===== config.mk =====
export PLATFORM = sky130hd
export DESIGN_NAME = softmax_exp_ctrl
export DESIGN_NICKNAME = d
export VERILOG_FILES = /design/src/rtl/softmax_exp_ctrl.sv
export SDC_FILE = /design/constraint.sdc
export NUM_CORES = 1
export LEC_CHECK = 0
export CORE_MARGIN = 4
export CORE_UTILIZATION = 45
export DETAILED_ROUTE_END_ITERATION = 12
export PLACE_DENSITY_LB_ADDON = 0.25
export SETUP_SLACK_MARGIN = 0.3
export SYNTH_ARGS = -nofsm -noshare
export SYNTH_HDL_FRONTEND = slang
export SYNTH_SLANG_ARGS = --single-unit

===== constraint.sdc =====
create_clock -name clk -period 11.5 [get_ports clk]
set_input_delay 2.875 -clock clk [delete_from_list [all_inputs] [get_ports clk]]
set_output_delay 2.875 -clock clk [all_outputs]
set_load 0.01 [all_outputs]

===== src/rtl/softmax_exp_ctrl.sv =====
// softmax_exp_ctrl
//   Sequencer for the softmax exp range-reduction datapath. Buffers one input
//   vector while tracking its maximum, then streams sat16(x - max) plus the
//   vector's x_shift into a fixed-latency datapath. Results come back into a
//   credit-protected FIFO, drained in order through a valid/ready port.
//
// Ports
//   clk, rst_n          clock; synchronous reset, active HIGH despite the name
//   cfg_shift           x_shift, latched on the first sample of each vector
//   in_valid/in_ready   logit input handshake, in_data signed, in_last ends vector
//   dp_x, dp_x_shift    operands to the datapath
//   dp_m, dp_j          datapath results, valid DP_LAT cycles after dp_x
//   out_valid/out_ready result handshake; out_m/out_j/out_last = FIFO head
//   busy                high in every state except IDLE
//   ovf                 sticky: last vector was truncated at MAX_LEN
module softmax_exp_ctrl #(
    parameter int MAX_LEN    = 64,
    parameter int DP_LAT     = 3,
    parameter int FIFO_DEPTH = 8
) (
    input  logic        clk,
    input  logic        rst_n,
    input  logic [7:0]  cfg_shift,
    input  logic        in_valid,
    output logic        in_ready,
    input  logic [15:0] in_data,
    input  logic        in_last,
    output logic [15:0] dp_x,
    output logic [7:0]  dp_x_shift,
    input  logic [31:0] dp_m,
    input  logic [4:0]  dp_j,
    output logic        out_valid,
    input  logic        out_ready,
    output logic [31:0] out_m,
    output logic [4:0]  out_j,
    output logic        out_last,
    output logic        busy,
    output logic        ovf
);
    localparam int AW  = $clog2(MAX_LEN);
    localparam int CW  = AW + 1;
    localparam int FAW = $clog2(FIFO_DEPTH);
    localparam int FCW = $clog2(FIFO_DEPTH + 1);
    localparam int PW  = $clog2(FIFO_DEPTH + DP_LAT + 2) + 1;

    typedef enum logic [1:0] {IDLE, LOAD, ISSUE, DRAIN} state_t;
    state_t state;

    logic [15:0]        sbuf [MAX_LEN];
    logic signed [15:0] max_q;
    logic [CW-1:0]      cnt, len, idx;
    logic [DP_LAT:0]    vld_pipe, lst_pipe;

    logic [37:0]        fmem [FIFO_DEPTH];
    logic [FAW-1:0]     wr_ptr, rd_ptr, rd_nxt;
    logic [FCW-1:0]     f_cnt, f_cnt_nxt;
    logic [37:0]        push_data, head_nxt;

    logic               accept, issue, last_issue, push, pop;
    logic [PW-1:0]      inflight, credit_used;
    logic [15:0]        rd_val, x_sat;
    logic [16:0]        diff;
    logic [AW-1:0]      wr_addr;

    function automatic logic [FAW-1:0] ptr_inc(input logic [FAW-1:0] p);
        return (p == FAW'(FIFO_DEPTH - 1)) ? '0 : p + FAW'(1);
    endfunction

    assign accept     = in_valid && in_ready;
    assign wr_addr    = (state == IDLE) ? '0 : cnt[AW-1:0];
    assign last_issue = (idx == len - CW'(1));

    // x - max is never positive, so only the negative rail needs clamping:
    // bits [16:15] == 2'b10 means the 17-bit result is below -32768.
    assign rd_val = sbuf[idx[AW-1:0]];
    assign diff   = {rd_val[15], rd_val} - {max_q[15], max_q};
    assign x_sat  = (diff[16:15] == 2'b10) ? 16'h8000 : diff[15:0];

    // Every in-flight sample owns a FIFO slot, so pushes can never overflow.
    always_comb begin
        inflight = '0;
        for (int i = 0; i <= DP_LAT; i++) inflight = inflight + PW'(vld_pipe[i]);
    end
    assign credit_used = inflight + PW'(f_cnt);
    assign issue       = (state == ISSUE) && (credit_used < PW'(FIFO_DEPTH));

    // Tail of the valid pipe lines up with dp_m/dp_j for that sample.
    assign push      = vld_pipe[DP_LAT];
    assign push_data = {dp_m, dp_j, lst_pipe[DP_LAT]};
    assign pop       = out_valid && out_ready;
    assign rd_nxt    = pop ? ptr_inc(rd_ptr) : rd_ptr;
    assign f_cnt_nxt = f_cnt + FCW'(push) - FCW'(pop);
    // When the FIFO is (or becomes) empty the pushed entry bypasses to the head.
    assign head_nxt  = (f_cnt == FCW'(pop)) ? push_data : fmem[rd_nxt];

    always_ff @(posedge clk) begin
        if (push)   fmem[wr_ptr]  <= push_data;
        if (accept) sbuf[wr_addr] <= in_data;
    end

    always_ff @(posedge clk) begin
        if (rst_n) begin
            state      <= IDLE;
            in_ready   <= 1'b0;
            busy       <= 1'b0;
            ovf        <= 1'b0;
            cnt        <= '0;
            len        <= '0;
            idx        <= '0;
            max_q      <= '0;
            dp_x       <= '0;
            dp_x_shift <= '0;
            vld_pipe   <= '0;
            lst_pipe   <= '0;
            wr_ptr     <= '0;
            rd_ptr     <= '0;
            f_cnt      <= '0;
            out_valid  <= 1'b0;
            out_m      <= '0;
            out_j      <= '0;
            out_last   <= 1'b0;
        end else begin
            vld_pipe <= {vld_pipe[DP_LAT-1:0], issue};
            lst_pipe <= {lst_pipe[DP_LAT-1:0], issue && last_issue};

            if (push) wr_ptr <= ptr_inc(wr_ptr);
            rd_ptr    <= rd_nxt;
            f_cnt     <= f_cnt_nxt;
            out_valid <= (f_cnt_nxt != '0);
            {out_m, out_j, out_last} <= head_nxt;

            unique case (state)
                IDLE: begin
                    in_ready <= 1'b1;
                    if (accept) begin
                        max_q      <= in_data;
                        dp_x_shift <= cfg_shift;
                        ovf        <= 1'b0;
                        cnt        <= CW'(1);
                        idx        <= '0;
                        busy       <= 1'b1;
                        if (in_last) begin
                            len      <= CW'(1);
                            in_ready <= 1'b0;
                            state    <= ISSUE;
                        end else begin
                            state <= LOAD;
                        end
                    end
                end
                LOAD: begin
                    if (accept) begin
                        if ($signed(in_data) > max_q) max_q <= in_data;
                        cnt <= cnt + CW'(1);
                        // A full buffer closes the vector; the rest waits.
                        if (in_last || cnt == CW'(MAX_LEN - 1)) begin
                            len      <= cnt + CW'(1);
                            ovf      <= !in_last;
                            in_ready <= 1'b0;
                            state    <= ISSUE;
                        end
                    end
                end
                ISSUE: begin
                    if (issue) begin
                        dp_x <= x_sat;
                        idx  <= idx + CW'(1);
                        if (last_issue) state <= DRAIN;
                    end
                end
                DRAIN: begin
                    if (vld_pipe == '0 && f_cnt == '0) begin
                        state    <= IDLE;
                        busy     <= 1'b0;
                        in_ready <= 1'b1;
                    end
                end
                default: state <= IDLE;
            endcase
        end
    end

    always_ff @(posedge clk) begin
        if (!rst_n && push && !pop) assert (f_cnt != FCW'(FIFO_DEPTH));
    end
endmodule

### Word level (Yosys, flattened, before mapping)

Memories as Yosys holds them, arrays and structs flattened. A register that Yosys moved wholly into a read port is not among the register bits.
Index checks and enable logic that the tools add are counted.

* logic and storage cells: 125
* output and inout bits: 66
* bits of input ports: 66
* flip-flop bits (word level): 123
* memories kept: 2
* bits in writable memories: 1328

Memories
* sbuf: words 64, bits a word 16, rd ports 1, clocked after Yosys merged registers in 1, write ports 1, line 49 `logic [15:0] sbuf [MAX_LEN];`
* fmem: words 8, bits a word 38, rd ports 1, clocked after Yosys merged registers in 0, write ports 1, line 54 `logic [37:0] fmem [FIFO_DEPTH];`

* order comparisons: 2
* equality and inequality tests: 17
* $add $sub $neg: 12
* mux-type cells: 48
* reductions and logical operators: 25

Operators with widths (count)
* $mux W16: 4
* $mux W7: 8
* $pmux W7 S2: 3
* $mux W38: 1
* $pmux W16 S2: 1
* $mux W6: 3
* $sub A16 B16 Y17: 1
* $gt A16 B16 Y1: 1
* $ne A2 B2 Y1 const B: 8
* $add A7 B1 Y7 const B: 2
* $mux W1: 14
* $mux W2: 7
* $reduce_and A4 Y1: 3
* $mux W3: 3
* $reduce_and A3 Y1: 3
* $logic_not A4 Y1: 2
* $pmux W2 S4: 1
* $eq A7 B6 Y1 const B: 1
* $eq A7 B7 Y1: 1
* $sub A7 B1 Y7 const B: 1
* $add A3 B1 Y3 const B: 2
* $eq A2 B2 Y1 const B: 3
* $eq A3 B3 Y1 const B: 2
* $reduce_and A6 Y1: 1
* other kinds (20): 28

### Depth between registers and ports, before layout

Gate-level depths: netlist of run 1.

* depth in word-level cells: 10
* mapped depth: 18
* gate-level depth less buffers: 14

### Worst setup path after synthesis of run 1

OpenSTA, ideal clock, no wires.

* path kind: in2reg
* from: input port in_data[15]
* to: register max_q[10]
* path buffers: 1
* data arrival time: 4.831 ns
* data required time: 11.428 ns
* slack: 6.597 ns
* cell stages on the path: 8
* library setup time: 0.072 ns
* cells stage by stage: ha_1 > nand4_1 > or2_2 > nor2_1 > a211oi_1 > a311oi_2 > buf_4 > mux2i_1

* longest elaborated chain between the ends: 3

Ends and longest elaborated chain
* from (decl): line 26 `input logic [15:0] in_data,`
* $gt A16 B16 Y1: line 153 `if ($signed(in_data) > max_q) max_q <= in_data;`
* $ne A2 B2 Y1 (no line)
* $reduce_and A4 Y1 (no line)
* to (signal assigned): line 136 `max_q <= in_data;`
* to (signal assigned): line 153
* to (decl): line 50 `logic signed [15:0] max_q;`

No other way between the ends.
A chain may end at the register's enable or synchronous reset.

==> results.md, run 1 <==
* Post-synthesis sequential area ratio at 74.0%
* First-pass GRT wire length at 199,000 um
* Hold path cells at 2
* CTS tree: done
* Htree depth at 4
* Via density at 5.87
* Setup Total Neg Slack at 0 ps
* Num rows at 130
* Gpl congestion at 0.845
* Post-Syn Nets at 3,032
* Maxcap violations at 0
* FF-to-FF path depth at 13
* Setup Skew at 34.2 ps
* TritonCTS Sinks at 1,457
* Wirelength, routed at 136,000 um
* GRT Util Overall at 20.5%
* Status: finished, final reports clean
* # IOs at 132
* Detailed Place HPWL at 76,800 um
* Largest net degree at the start of global routing at 192
* Core area at 126,000 um2
* Critical path endpoint category: flop
* Hold Crit Start: dp_x_shift[2]$_SDFFE_PP0P_
* CTS max path bufs at 3
* Number of global-route vias before repair at 29,618
* Routed wl met2 at 66,600 um
* Vias at 28,950
* CP max FO at 51
* Layout Nets at 3,274
* Yosys warns at 0
* I/O Buffers at 131
* Share of cells above drive strength 1 at 22.6%
* Post-synth top area share at 69.5%
* Drt first pass iters at 5
* Hold Crit Class: reg2reg
* Filler cell count in the final layout at 9,811
* Startpoint Class: flop
* Post-Syn Area at 57,300 um2
* Initial Utilization at 45.5%
* Cells after synthesis at 2,910
* Fin Hold WS at 457 ps
* Setup Viol. Count Final at 0
* Clock Tree Root: clkbuf_16
* Final hold viol count at 0
* Clock latency on the worst-skew pair at 770 ps
* RSZ-0062 raised after global routing: false
* Syn-to-layout area delta at 14.7%
* Max VDD drop at 172 uV
* WP data arrival at 7400 ps
* Final core occ at 52.2%
* Die area at 133,000 um2
* Top achievable clock speed at 0.148 GHz
* Initial antenna violation count at 9
* Leakage at 20.9 nW
* Worst rel slew slack at 13.8%
* Antenna Nets Post-Route at 0
* FF-to-FF setup slack at 4750 ps
* Main synth FF type: edfxtp_1
* FFs w/ async S/R, synth at 0%
* Worst-margin pin slew at 1280 ps
* Final period util at 58.7%
* M1 WL at 56,100 um
* PostCTS Resize Cnt at 0
* Post-CTS setup repair buffer count at 0
* Clk slew on worst S/H paths at 60 ps
* TritonCTS buffer count at 151
* # hold bufs at CTS at 0
* Worst EP required at 12,150 ps
* EDFF count, synth at 1,328
* Yosys cell types at 61
* WHS Endpoint: dp_x_shift[2]$_SDFFE_PP0P_
* Die H at 365 um
* Avg Cell Area, Syn at 19.7 um2
* Power density over cell area at 187 nW/um2
* Final slew viol count at 0
* Top layer in use: met4
* Ranking of synthesized cells by area: edfxtp_1 70%, mux4_2 13%, dfxtp_1 4.5%, mux2i_1 1.7%, ha_1 1.2%
* Iteration-0 DRC Markers at 2,761
* Reg-to-reg endpoint: dp_x[12]$_SDFFE_PP0P_
* Grt total ovfl at 0
* Minimum clock period at 6750 ps
* Routed wire per std cell at 27.6 um
* Drt drc at 0
* Met3 WL at 9000 um
* Die W at 365 um
* Seq cells post-synth at 1,457
* Dominant cell type by area after synthesis: edfxtp_1
* Worst setup path category: reg2reg
==> placed cells by master, fill, tap and decap left out, types with 6 or more instances in the layout <==
master / instances
nor2_4: 6
clkinv_2: 20
nand4_1: 6
nand2_1: 90
mux4_2: 336
clkinv_1: 32
buf_4: 116
o21ai_0: 14
a311oi_1: 41
nor2_1: 155
mux2i_1: 98
clkdlybuf4s50_1: 114
edfxtp_1: 1328
a22o_1: 15
nand2b_1: 40
a21o_1: 15
xnor2_1: 13
a211o_1: 41
a21oi_1: 45
nor3_1: 13
inv_1: 39
bufinv_16: 8
a211oi_1: 40
buf_2: 16
mux2_2: 39
clkbuf_16: 158
ha_1: 53
xor2_1: 15
clkbuf_1: 36
clkbuf_8: 8
nor2b_1: 56
o211ai_1: 41
nand3_1: 14
o21a_1: 11
dfxtp_1: 125
==> power breakdown <==
part | total, mW | leakage [nW] | internal, mW | switching [mW]
logic | 1.60 | 5.53 | 0.715 | 0.886
registers | 5.98 | 13.0 | 5.89 | 0.0892
clock network | 4.71 | 2.34 | 2.74 | 1.97
total | 12.3 | 20.9 | 9.35 | 2.94
==> per-stage QoR <==
stage	area, um2	power, mW	std cells	setup slack, ps
CTS	65700	12.4	4925	4670
global route	65800	12.8	4926	4170
detailed placement	60900	7.69	4649	4690
floorplan	57300	7.10	2910	6600
global placement	60900	7.65	4649	4750
finish	65800	12.3	4928	4750
==> registers in the layout, summed over array words and instances, names as in the netlist, 2 cells and up, named ones only <==
| signal | count |
|---|---|
| dp_x_shift | 8 |
| state | 2 |
| dp_x | 16 |
| max_q | 16 |
| rd_ptr | 3 |
| vld_pipe | 4 |
| out_j | 5 |
| fmem | 304 |
| cnt | 7 |
| wr_ptr | 3 |
| f_cnt | 4 |
| lst_pipe | 4 |
| out_m | 32 |
| idx | 7 |
| len | 7 |
| sbuf | 1024 |
==> cells in the mapped netlist (all sizes together) (2+ instances only) <==
master and number:
o21a 11, dfxtp 129, a21bo 2, mux2i 98
a2bb2oi 3, a31o 2, nand2 91, and4 5
a21oi 48, buf 63, mux4 336, a311oi 42
ha 53, a211oi 40, nand4 6, o211ai 41
a211o 41, and2 4, fa 3, a21o 15
nor3b 5, clkbuf 95, xnor2 13, o2111ai 2
a22o 15, nand3 14, mux2 39, nor2b 56
nand3b 3, inv 39, a31oi 2, edfxtp 1328
nor2 161, xor2 15, o21ai 16, nand2b 40
nor3 15
==> cells by family (layout without fill, tap and decap cells) <==
group | count (synthesis) | count (layout) | share of synthesized area (%)
flip-flops | 1457 | 1457 | 74.0
multiplexers | 473 | 473 | 15.7
AND/OR/NAND/NOR | 406 | 406 | 3.31
AO/OA/AOI/OAI | 293 | 293 | 3.83
buffers and inverters | 197 | 562 | 1.45
adder cells (fa/ha/maj) | 56 | 56 | 1.26
XOR/XNOR | 28 | 28 | 0.428
other | 0 | 3 | 0
==> routing by layer <==
layer,vias to the layer above,GRT usage [%]
li1,12392,-
met1,15321,27.8
met2,1019,33.6
met3,218,3.72
met4,0,7.44
met5,-,0
==> layout make-up <==
type | instances | area, um2 | area share [%]
diodes | 3 | 7.51 | 0.0114
clock buffers | 202 | 4200 | 6.39
clock inverters | 74 | 602 | 0.915
inverters | 39 | 146 | 0.223
multi-input cells | 1256 | 14100 | 21.5
flip-flops and latches | 1457 | 42500 | 64.6
well taps | 1650 | 2060 | 3.14
repair buffers | 247 | 2110 | 3.21
==> critical path, stage by stage (launching register included) <==
cell and delay, ps:
dfxtp_4 740, buf_4 890, buf_4 660, mux4_2 590
mux4_2 520, mux4_2 520, ha_1 370, a211oi_1 300
a21oi_1 160, o41ai_1 710, o21a_1 310, o211ai_1 120
o21a_1 350, a32o_1 320
==> worst max path at each step <==
stage	startpoint	end	slack (ps)
floorplan	in_data[15]	max_q[10]$_SDFFE_PP0P_	6600
global route	flop	dp_x[12]$_SDFFE_PP0P_	4170
CTS	flop	dp_x[12]$_SDFFE_PP0P_	4670
detailed placement	flop	dp_x[12]$_SDFFE_PP0P_	4690
global placement	flop	dp_x[12]$_SDFFE_PP0P_	4750
finish	flop	dp_x[12]$_SDFFE_PP0P_	4750
(Power assumes the default switching activity.)
==> run 2: changes to the inputs <==
==> constraint.sdc (replaced) <==
create_clock -name clk -period 6.88 [get_ports clk]
set_input_delay 1.72 -clock clk [delete_from_list [all_inputs] [get_ports clk]]
set_output_delay 1.72 -clock clk [all_outputs]
set_load 0.01 [all_outputs]
==> run 2 against run 1 <==
Effect of this change:
- final cell count increased by 0.47%
- register-to-register slack worse by 3600 ps
- global-route usage grew 0.26 points
- non-clock buffer count is 26 higher
- hold slack worse by 13 ps
- critical endpoint unchanged
==> results.md, run 2 (same netlist as run 1, synthesis figures left out) <==
* M1 WL at 55,900 um
* Largest register by flop count: sbuf
* Worst path most repeated cell: mux4_2
* Hold Crit Class: reg2reg
* Commonest non-fill, non-tap cell in the layout: edfxtp_1
* Initial antenna violation count at 9
* Met3 WL at 8850 um
* Area after DPL at 61,200 um2
* Clk slew on worst S/H paths at 60 ps
* Drt drc at 0
* Die W at 365 um
* Setup Viol. Count Final at 0
* Worst EP required at 7550 ps
* Crit path max-delay family: compound AO/OA/AOI/OAI gates
* Layout Nets at 3,300
* # hold bufs at CTS at 0
* Dpl ws at 1080 ps
* Wirelength, routed at 138,000 um
* Maxcap violations at 0
* WP data arrival at 6430 ps
* Via density at 5.90
* RSZ-0062 raised after global routing: false
* Clock Tree Root: clkbuf_16
* # IOs at 132
* Status: finished, final reports clean
* Num rows at 130
* Startpoint Class: flop
* Antenna Nets Post-Route at 0
* Final period util at 83.7%
* CP bufs+invs at 1
* Top achievable clock speed at 0.174 GHz
* Number of global-route vias before repair at 29,974
* Setup Skew at 35.2 ps
* First-pass GRT wire length at 202,000 um
* TritonCTS buffer count at 151
* Slowest library cell on the worst path: dfxtp_4
* Core area at 126,000 um2
* Die H at 365 um
* PostCTS Resize Cnt at 0
* GRT Util Overall at 20.8%
* Minimum clock period at 5760 ps
* Cell count after placement at 4,675
* Power density over cell area at 314 nW/um2
* Worst rel slew slack at 17.7%
* Max reg flops at 1,024
* Final hold viol count at 0
* Routed wire per std cell at 27.8 um
* Final instance area at 66,100 um2
* Non-filler cells, final at 4,951
* CP max FO at 44
* Largest net degree at the start of global routing at 154
* Htree depth at 4
* Filler cell count in the final layout at 9,728
* Cell Chain, Critical Path: buf_4, mux4_2, mux4_2, mux4_2, fa_1, nand3_1, a21oi_1, o41ai_1, o21a_1, o211ai_1, o21a_1, a32o_1
* Gpl congestion at 0.830
* TritonCTS Sinks at 1,457
* Routed wl met2 at 69,000 um
* Initial Utilization at 45.5%
* Share of cells above drive strength 1 at 23.3%
* Grt total ovfl at 0
* Detailed Place HPWL at 81,200 um
* Vias at 29,222
* Final slew viol count at 0
* Drt first pass iters at 6
* CTS tree: done
* Syn-to-layout area delta at 15.2%
* Max VDD drop at 292 uV
* Iteration-0 DRC Markers at 2,620
* CP max stage delay at 1010 ps
* Final WS setup at 1120 ps
* Worst setup path category: reg2reg
* I/O Buffers at 131
* Leakage at 21.1 nW
* Worst-margin pin slew at 1230 ps
* Post-CTS setup repair buffer count at 0
* Top layer in use: met5
* Setup Total Neg Slack at 0 ps
* Die area at 133,000 um2
* Most frequent cells in the layout: 1,328 x edfxtp_1, 336 x mux4_2, 156 x clkbuf_16, 155 x nor2_1, 137 x buf_4
* Clock latency on the worst-skew pair at 780 ps
* Critical path endpoint category: flop
* CTS max path bufs at 3
* Largest regs: sbuf x1024, fmem x304, out_m x32
[run 2: cell types whose count changed in the layout (fill, tap and decap cells not counted), moves of 2 or more]
| cell | previous run | this run |
|---|---|---|
| clkinv_1 | 32 | 28 |
| bufinv_16 | 8 | 13 |
| clkbuf_16 | 158 | 156 |
| buf_12 | 1 | 6 |
| clkbuf_8 | 8 | 6 |
| clkinvlp_4 | 3 | 5 |
| buf_4 | 116 | 137 |
[run 2: worst paths after layout]
path / start / endpoint / slack, ps / cells past startpoint
worst max register to register: flop / dp_x[12]$_SDFFE_PP0P_ / 1120 / 12
worst min-delay path: lst_pipe[1]$_SDFF_PP0_ / lst_pipe[2]$_SDFF_PP0_ / 440 / 1
worst min register to register: lst_pipe[1]$_SDFF_PP0_ / lst_pipe[2]$_SDFF_PP0_ / 440 / 1
worst max-delay path: flop / dp_x[12]$_SDFFE_PP0P_ / 1120 / 12
[run 2: routing by layer]
metal	track usage (%)	vias to the layer above
li1	-	12426
met1	27.8	15533
met2	34.9	1065
met3	3.54	196
met4	6.79	2
met5	0	-
[run 2: cell type report]
class,instances,area (um2),share of cell area (%)
sequential,1457,42500,64.3
multi-input combinational,1256,14100,21.4
clock buffer,197,4120,6.23
timing repair buffer,273,2370,3.59
tap,1650,2060,3.12
clock inverter,77,759,1.15
inverter,39,146,0.222
antenna,2,5.00,0.00757
[run 2: through the flow]
stage | power (mW) | hold slack, ps | utilization (%)
2_1_floorplan | 11.9 | 414 | -
3_3_place_gp | 12.8 | 437 | 48.6
3_5_place_dp | 12.9 | 438 | 48.6
4_1_cts | 20.9 | 451 | 52.4
5_1_grt | 21.5 | 465 | 52.4
6_report | 20.7 | 444 | 52.4
[run 2: report_power, final]
group	internal, mW	switching [mW]
clock network	4.71	3.33
registers	9.84	0.162
logic	1.23	1.46
total	15.8	4.95
[run 2: worst reg2reg max path, stage by stage (launching register included)]
cell	delay, ps
dfxtp_4	1010
buf_4	570
mux4_2	580
mux4_2	520
mux4_2	550
fa_1	440
nand3_1	120
a21oi_1	110
o41ai_1	700
o21a_1	310
o211ai_1	110
o21a_1	340
a32o_1	310
